<file path="src/rtl/uart_tx_block_sender.sv">
// uart_tx_block_sender
// Reads a block of NUM_BYTES bytes from the UART byte DP-RAM and shifts each
// one out LSB first as an 8N1 frame (start, 8 data, stop) at CLOCKS_PER_BIT
// clocks per bit. A start pulse launches the block; tx_done pulses for one
// cycle on the first idle cycle after the last stop bit.
// Optional build macro UART_TX_PARITY_EN inserts an even-parity bit after
// data bit 7, giving an 11-bit frame.
module uart_tx_block_sender #(
    parameter int CLOCKS_PER_BIT = 500,
    parameter int ADDR_WIDTH     = 9,
    parameter int NUM_BYTES      = 512
) (
    input  logic                  clock_50,
    input  logic                  rst_n,
    input  logic                  start,
    output logic [ADDR_WIDTH-1:0] ram_address,
    input  logic [7:0]            ram_read_data,
    output logic                  uart_tx,
    output logic                  tx_clock_enable,
    output logic                  tx_busy,
    output logic                  tx_done
);

    localparam int TIMER_WIDTH = (CLOCKS_PER_BIT > 1) ? $clog2(CLOCKS_PER_BIT) : 1;
    localparam logic [TIMER_WIDTH-1:0] TIMER_LAST = TIMER_WIDTH'(CLOCKS_PER_BIT - 1);
    localparam logic [ADDR_WIDTH-1:0]  ADDR_LAST  = ADDR_WIDTH'(NUM_BYTES - 1);

    typedef enum logic [2:0] {
        S_IDLE,
        S_FETCH,
        S_LOAD,
        S_START,
        S_DATA,
`ifdef UART_TX_PARITY_EN
        S_PARITY,
`endif
        S_STOP
    } state_t;

    state_t                  state_reg, state_next;
    // The address starts at 0 with every block and steps with every byte, so it
    // also serves as the byte counter.
    logic [ADDR_WIDTH-1:0]   addr_reg, addr_next;
    logic [TIMER_WIDTH-1:0]  timer_reg, timer_next;
    logic [2:0]              bit_idx_reg, bit_idx_next;
    logic [7:0]              shift_reg, shift_next;
    logic                    tx_reg, tx_next;
    logic                    done_reg, done_next;
    logic                    bit_done;
`ifdef UART_TX_PARITY_EN
    logic                    parity_reg, parity_next;
`endif

    assign bit_done = (timer_reg == TIMER_LAST);

    // State, counters and the registered serial line.
    always_ff @(posedge clock_50 or negedge rst_n) begin
        if (!rst_n) begin
            state_reg   <= S_IDLE;
            addr_reg    <= '0;
            timer_reg   <= '0;
            bit_idx_reg <= '0;
            shift_reg   <= '0;
            tx_reg      <= 1'b1;
            done_reg    <= 1'b0;
`ifdef UART_TX_PARITY_EN
            parity_reg  <= 1'b0;
`endif
        end else begin
            state_reg   <= state_next;
            addr_reg    <= addr_next;
            timer_reg   <= timer_next;
            bit_idx_reg <= bit_idx_next;
            shift_reg   <= shift_next;
            tx_reg      <= tx_next;
            done_reg    <= done_next;
`ifdef UART_TX_PARITY_EN
            parity_reg  <= parity_next;
`endif
        end
    end

    // Next-state logic; the line value is derived from the next state so the
    // pin changes on the same edge as the state.
    always_comb begin
        state_next   = state_reg;
        addr_next    = addr_reg;
        timer_next   = timer_reg;
        bit_idx_next = bit_idx_reg;
        shift_next   = shift_reg;
        done_next    = 1'b0;
        tx_next      = 1'b1;
`ifdef UART_TX_PARITY_EN
        parity_next  = parity_reg;
`endif
        case (state_reg)
            S_IDLE: begin
                if (start) begin
                    addr_next  = '0;
                    state_next = S_FETCH;
                end
            end
            S_FETCH: begin
                state_next = S_LOAD;
            end
            S_LOAD: begin
                shift_next  = ram_read_data;
                timer_next  = '0;
`ifdef UART_TX_PARITY_EN
                parity_next = ^ram_read_data;
`endif
                state_next  = S_START;
            end
            S_START: begin
                if (bit_done) begin
                    timer_next   = '0;
                    bit_idx_next = 3'd0;
                    state_next   = S_DATA;
                end else begin
                    timer_next = timer_reg + TIMER_WIDTH'(1);
                end
            end
            S_DATA: begin
                if (bit_done) begin
                    timer_next   = '0;
                    shift_next   = {1'b0, shift_reg[7:1]};
                    bit_idx_next = bit_idx_reg + 3'd1;
                    if (bit_idx_reg == 3'd7) begin
`ifdef UART_TX_PARITY_EN
                        state_next = S_PARITY;
`else
                        state_next = S_STOP;
`endif
                    end
                end else begin
                    timer_next = timer_reg + TIMER_WIDTH'(1);
                end
            end
`ifdef UART_TX_PARITY_EN
            S_PARITY: begin
                if (bit_done) begin
                    timer_next = '0;
                    state_next = S_STOP;
                end else begin
                    timer_next = timer_reg + TIMER_WIDTH'(1);
                end
            end
`endif
            S_STOP: begin
                if (bit_done) begin
                    timer_next = '0;
                    if (addr_reg == ADDR_LAST) begin
                        // Last byte: the address is left as-is, never wrapped.
                        done_next  = 1'b1;
                        state_next = S_IDLE;
                    end else begin
                        addr_next  = addr_reg + ADDR_WIDTH'(1);
                        state_next = S_FETCH;
                    end
                end else begin
                    timer_next = timer_reg + TIMER_WIDTH'(1);
                end
            end
            default: begin
                state_next = S_IDLE;
            end
        endcase

        case (state_next)
            S_START: tx_next = 1'b0;
            S_DATA:  tx_next = shift_next[0];
`ifdef UART_TX_PARITY_EN
            S_PARITY: tx_next = parity_next;
`endif
            default: tx_next = 1'b1;
        endcase
    end

    assign ram_address     = addr_reg;
    assign uart_tx         = tx_reg;
    assign tx_done         = done_reg;
    assign tx_busy         = (state_reg != S_IDLE);
    assign tx_clock_enable = (state_reg != S_IDLE);

endmodule

</file>
<file path="config.mk">
export PLATFORM = sky130hd
export DESIGN_NAME = uart_tx_block_sender
export DESIGN_NICKNAME = d
export VERILOG_FILES = /design/src/rtl/uart_tx_block_sender.sv
export SDC_FILE = /design/constraint.sdc
export NUM_CORES = 1
export LEC_CHECK = 0
export ABC_AREA = 1
export BUFFER_PORTS_ARGS = -buffer_cell sky130_fd_sc_hd__buf_2
export CAP_MARGIN = 20
export CORE_ASPECT_RATIO = 0.6
export CORE_UTILIZATION = 44
export CTS_BUF_LIST = sky130_fd_sc_hd__clkbuf_4 sky130_fd_sc_hd__clkbuf_8
export CTS_CLUSTER_SIZE = 28
export DETAILED_ROUTE_END_ITERATION = 8
export GPL_TIMING_DRIVEN = 0
export PLACE_DENSITY = 0.66
export SYNTH_ARGS = -nofsm -noshare
export SYNTH_HDL_FRONTEND = slang
export SYNTH_SLANG_ARGS = --single-unit
</file>
<file path="constraint.sdc">
create_clock -name clock_50 -period 1.8 [get_ports clock_50]
set_clock_uncertainty 0.05 [all_clocks]
set_input_delay 0.54 -clock clock_50 [delete_from_list [all_inputs] [get_ports clock_50]]
set_output_delay 0.54 -clock clock_50 [all_outputs]
set_load 0.02 [all_outputs]
</file>
After elaboration in Yosys (flattened, before gate mapping). Index checks and enable logic that the tools add are counted. W data, S select, Z words.

Bits in registers: 34. Output and inout bits: 13.

$add $sub $neg: 3. Equality and inequality tests: 15. Muxes and demuxes: 22. Reduce and logical (&&, ||, !) cells: 10.

Operators by type and width (count): $mux W9 (4); $pmux W9 S2 (2); $mux W3 (7); $add A9 B1 Y9 const B (2); $eq A9 B9 Y1 const B (2); $pmux W3 S6 (1); $pmux W8 S2 (1); $eq A3 B3 Y1 const B (4); $ne A2 B2 Y1 const B (5); $eq A3 B2 Y1 const B (3); $mux W8 (1); $reduce_bool A2 Y1 (4); $pmux W3 S2 (1); $mux W1 (4); $reduce_and A4 Y1 (1); $add A3 B1 Y3 const B (1); $eq A3 B1 Y1 const B (1); $logic_not A3 Y1 (1); $reduce_and A3 Y1 (1); $reduce_bool A3 Y1 (1); $reduce_or A3 Y1 (1); $pmux W1 S2 (1); $reduce_and A2 Y1 (1).

Longest topological paths before layout.
Depth in word-level cells: 6. Depth in mapped cells: 12. Mapped depth without buffers: 12.

Least setup slack after synthesis. No wires, ideal clock.

Kind: register to register. Start point: register addr_reg[0] (netlist: ram_address[0]). End point: register tx_reg (netlist: uart_tx). Arrival time: 1.853 ns. Required time: 1.690 ns. Path slack: -0.163 ns. Cell stages (with the launch flop): 13. Path through: dfrtp_1 ha_1 nand2_1 nor3_1 nand2_1 nor2_1 ha_1 nand3_1 nand2_1 nand2_1 nor2_1 nand2_1 nand2_1.

Cells in the longest elaborated chain, start to end: 6. Elaborated cells between the ends (all ways): 7.

RTL lines: from (decl) (line 43) `logic [ADDR_WIDTH-1:0] addr_reg, addr_next;`; from (signal assigned) (line 71) `addr_reg <= addr_next;`; $eq A9 B9 Y1 * (line 152) `if (addr_reg == ADDR_LAST) begin`; $mux W1 * (line 152); $mux W3 * (line 150) `if (bit_done) begin`; $pmux W3 S6 * (line 96) `case (state_reg)`; $eq A3 B3 Y1 / $eq A3 B2 Y1 (equally long branches) (line 169) `case (state_next)`; $pmux W1 S2 * (line 169); via tx_next (line 47) `logic tx_reg, tx_next;`; to (signal assigned) (line 75) `tx_reg <= tx_next;`; to (decl) (line 47).

Mark *: on every way through the listed nets, which the timed path passes. The rest lies on a longest branch. A chain may end at the register's enable or synchronous reset.

Worst setup path after layout.
Start point: register state_reg[0]. End point: output tx_clock_enable.

Cells in the longest elaborated chain, start to end: 1.

RTL lines: from (decl) (line 40) `state_t state_reg, state_next;`; from (signal assigned) (line 70) `state_reg <= state_next;`; $reduce_bool A3 Y1 (line 183) `assign tx_clock_enable = (state_reg != S_IDLE);`; to (decl) (line 19) `output logic tx_clock_enable,`.

Every way passes these cells.

==> results by group <==
Synth
  – Synthesis-stage register bit count: 34
  – Ys Warns: 0
  – Post-Syn Area: 1870 um2
  – Main synth FF type: dfrtp_1
  – EDFF count, synth: 0
  – Async S/R FF share, synth: 1.00
  – Sequential share of the synthesized area: 0.457
  – Syn Nets: 248
  – Syn Inst Count: 232
  – Mean post-synth cell area: 8.04 um2
  – Distinct cells, synth: 32

Floorplanning
  – Row Count: 17
  – DIE AREA: 4510 um2
  – Die Span X: 86.1 um
  – Die Y-Extent: 52.4 um
  – Starting Density: 0.485
  – # IOs: 24
  – Core Area: 3850 um2

Clock tree
  – H-Tree Depth: 2
  – Clock slew at reported path FFs: 70 ps
  – CTS Buf Count: 5
  – Worst-Skew Late Latency: 290 ps
  – # clock sinks: 34
  – Clk buf depth: 2
  – TritonCTS clock tree: yes
  – Root Buffer: clkbuf_8

Power and ir drop
  – Maximum vdd drop: 0.347 mV
  – Static Leak: 0.00120 uW
  – Power density over the cells: 595 nW/um2

Worst setup path
  – CP bufs+invs: 3
  – CP dominant cell by count: buf_6
  – Crit path required time: 1210 ps
  – Critical path, cell by cell: nor3_4 > inv_1 > buf_6 > buf_6
  – Critical-path top delay cell: dfrtp_2
  – Cell family with most CP delay: flip-flops
  – CP max stage delay: 430 ps
  – Critical path type: flop to primary output
  – CP Launch Type: flop
  – Worst Setup End Kind: primary output
  – Data arrival, critical path: 1210 ps
  – Max Fanout on Critical Path: 2

Cells and area
  – Area added between synthesis and finish: 27.0%
  – Fin util: 0.615
  – Post-route insts no fill: 333
  – Layout cells sized above 1: 0.315
  – N_diodes: 0
  – Final-stage net count: 291

STA
  – Final hold violation count: 0
  – Fmax: 0.555 GHz
  – Slew headroom: 0.490
  – Crit share post-route: 1.00
  – Worst slew pin tran: 765 ps
  – Final setup viols: 1
  – RSZ-0062 raised after global routing: yes
  – Crit path time final: 1800 ps
  – Fin. max-slew vios: 0
  – Min Hold Slack: 272 ps
  – Setup WS post-layout: -2.75 ps

Hold path
  – Hold Path Class: input pin to asynchronous set/reset pin

Drt
  – DRT Pass-1 Iters: 4
  – 1st-iter DRT viols: 120
  – Vias/cell: 4.89
  – Via count: 1,628
  – Per-cell routed wire length: 12.7 um
  – DR DRC count: 0
  – Final WL: 4220 um
  – Routed Antenna Nets: 0

Run status
  – Status: finished, violations left
  – Violated checks: setup timing

Placed design
  – Port bufs: 23
  – Final GP Congestion: 0.799
  – Placed insts: 312
  – Hpwl dp: 2900 um

Run
  – Max cap viols: 0

GRT
  – Vias in the first global route: 1,438
  – Pin count of the biggest net entering global routing: 35
  – Grt ovf: 0
  – Initial antenna violation count: 0
  – Tot GR Track Use: 0.210
  – First-pass GRT wire length: 7020 um
cells in the mapped netlist, types with 2 or more instances:
| cell | instances | area, um2 |
|---|---|---|
| a21oi_1 | 4 | 20.0 |
| dfrtp_1 | 33 | 826 |
| ha_1 | 5 | 62.6 |
| inv_1 | 25 | 93.8 |
| inv_2 | 2 | 7.51 |
| nand2_1 | 72 | 270 |
| nand2_2 | 2 | 12.5 |
| nand2_4 | 2 | 22.5 |
| nand3_1 | 23 | 115 |
| nand3b_1 | 2 | 15.0 |
| nand4_1 | 2 | 12.5 |
| nor2_1 | 17 | 63.8 |
| nor2_2 | 3 | 18.8 |
| nor3_1 | 3 | 15.0 |
| o211ai_1 | 2 | 15.0 |
| o21ai_0 | 8 | 40.0 |
| o21ai_1 | 2 | 10.0 |
| o21ai_2 | 5 | 43.8 |
| xor2_1 | 7 | 61.3 |
stage by stage:
step / power (uW) / setup TNS, ps / setup WS (ps) / area, um2
3_5_place_dp: 829 / -1200 / -121 / 2070
3_3_place_gp: 828 / -773 / -118 / 2070
2_1_floorplan: 800 / 0 / 1.72 / 1890
6_report: 1410 / -2.75 / -2.75 / 2370
4_1_cts: 1430 / -3.09 / -3.09 / 2250
5_1_grt: 1470 / -337 / -92.1 / 2370
logic make-up (layout without fill, tap and decap cells):
kind of cell / Yosys count / in the layout / synth area share
AOI/OAI and AO/OA: 26 / 26 / 0.0939
DFF: 34 / 34 / 0.457
buffers and inverters: 30 / 74 / 0.0677
adders and majority gates: 5 / 5 / 0.0335
and+or+nand+nor: 130 / 130 / 0.315
xor gates and xnor gates: 7 / 7 / 0.0329
where the power goes:
part           internal [uW]  leakage, uW  total (uW)  switching (uW)
clock network            323    0.0000517         596             273
registers                773     0.000408         777            3.82
logic                   12.6     0.000738        36.5            24.0
total                   1110      0.00120        1410             300
per-layer routing:
layer	GRT usage	vias to the layer above	share of wire
li1	-	825	-
met1	0.332	746	0.55
met2	0.270	51	0.39
met3	0.0520	6	0.055
met4	0.0667	0	0.0095
met5	0	-	0
cells in the final DEF (no fill, tap or decap), types with 2 or more instances in the layout:
| cell type | netlist | routed |
|---|---|---|
| nand2_1 | 72 | 65 |
| dfrtp_1 | 33 | 28 |
| inv_1 | 25 | 25 |
| nand3_1 | 23 | 22 |
| buf_2 | 0 | 22 |
| nor2_1 | 17 | 13 |
| buf_4 | 1 | 13 |
| nand2_2 | 2 | 8 |
| o21ai_0 | 8 | 7 |
| xor2_1 | 7 | 7 |
| clkbuf_8 | 0 | 6 |
| nor2_2 | 3 | 5 |
| o21ai_2 | 5 | 5 |
| dfrtp_2 | 0 | 5 |
| a21oi_1 | 4 | 4 |
| nor3_4 | 0 | 3 |
| nand2_4 | 2 | 3 |
| o21ai_1 | 2 | 3 |
| nor2_4 | 0 | 2 |
| inv_2 | 2 | 2 |
| nand4_1 | 2 | 2 |
| nand3b_1 | 2 | 2 |
| o211ai_1 | 2 | 2 |
| ha_4 | 0 | 2 |
| ha_1 | 5 | 2 |
| buf_6 | 1 | 2 |
cell type report:
| class | instances | area [um2] |
|---|---|---|
| Clock buffer | 7 | 90.1 |
| Sequential cell | 34 | 858 |
| Timing Repair Buffer | 36 | 219 |
| Fill cell | 346 | 1480 |
| Multi-Input combinational cell | 168 | 991 |
| Buffer | 2 | 26.3 |
| Clock inverter | 1 | 5.00 |
| Tap cell | 57 | 71.3 |
| Inverter | 28 | 108 |
path summary, 6_finish.rpt:
kind / start / end / slack, ps / depth (start not counted)
worst max register to register: ram_address[1]$_DFFE_PN0P_ / ram_address[5]$_DFFE_PN0P_ / 60 / 10
worst max-delay path: state_reg[0]$_DFF_PN0_ / tx_clock_enable / -3 / 4
worst min register to register: timer_reg[8]$_DFFE_PN0P_ / timer_reg[8]$_DFFE_PN0P_ / 430 / 1
min in group clock_50: ram_read_data[7] / shift_reg[7]$_DFFE_PN0P_ / 420 / 3
max in group asynchronous: rst_n / ram_address[1]$_DFFE_PN0P_ / 890 / 1
worst min-delay path: rst_n / tx_done$_DFF_PN0_ / 270 / 1
timing repair:
action,in CTS,in global routing
gates cloned,0,0
gates resized for setup,10,19
hold buffers,0,0
setup endpoints to repair,20,25
pin swaps,2,5
setup buffers,7,6
Power figures use the tool's default switching activity.
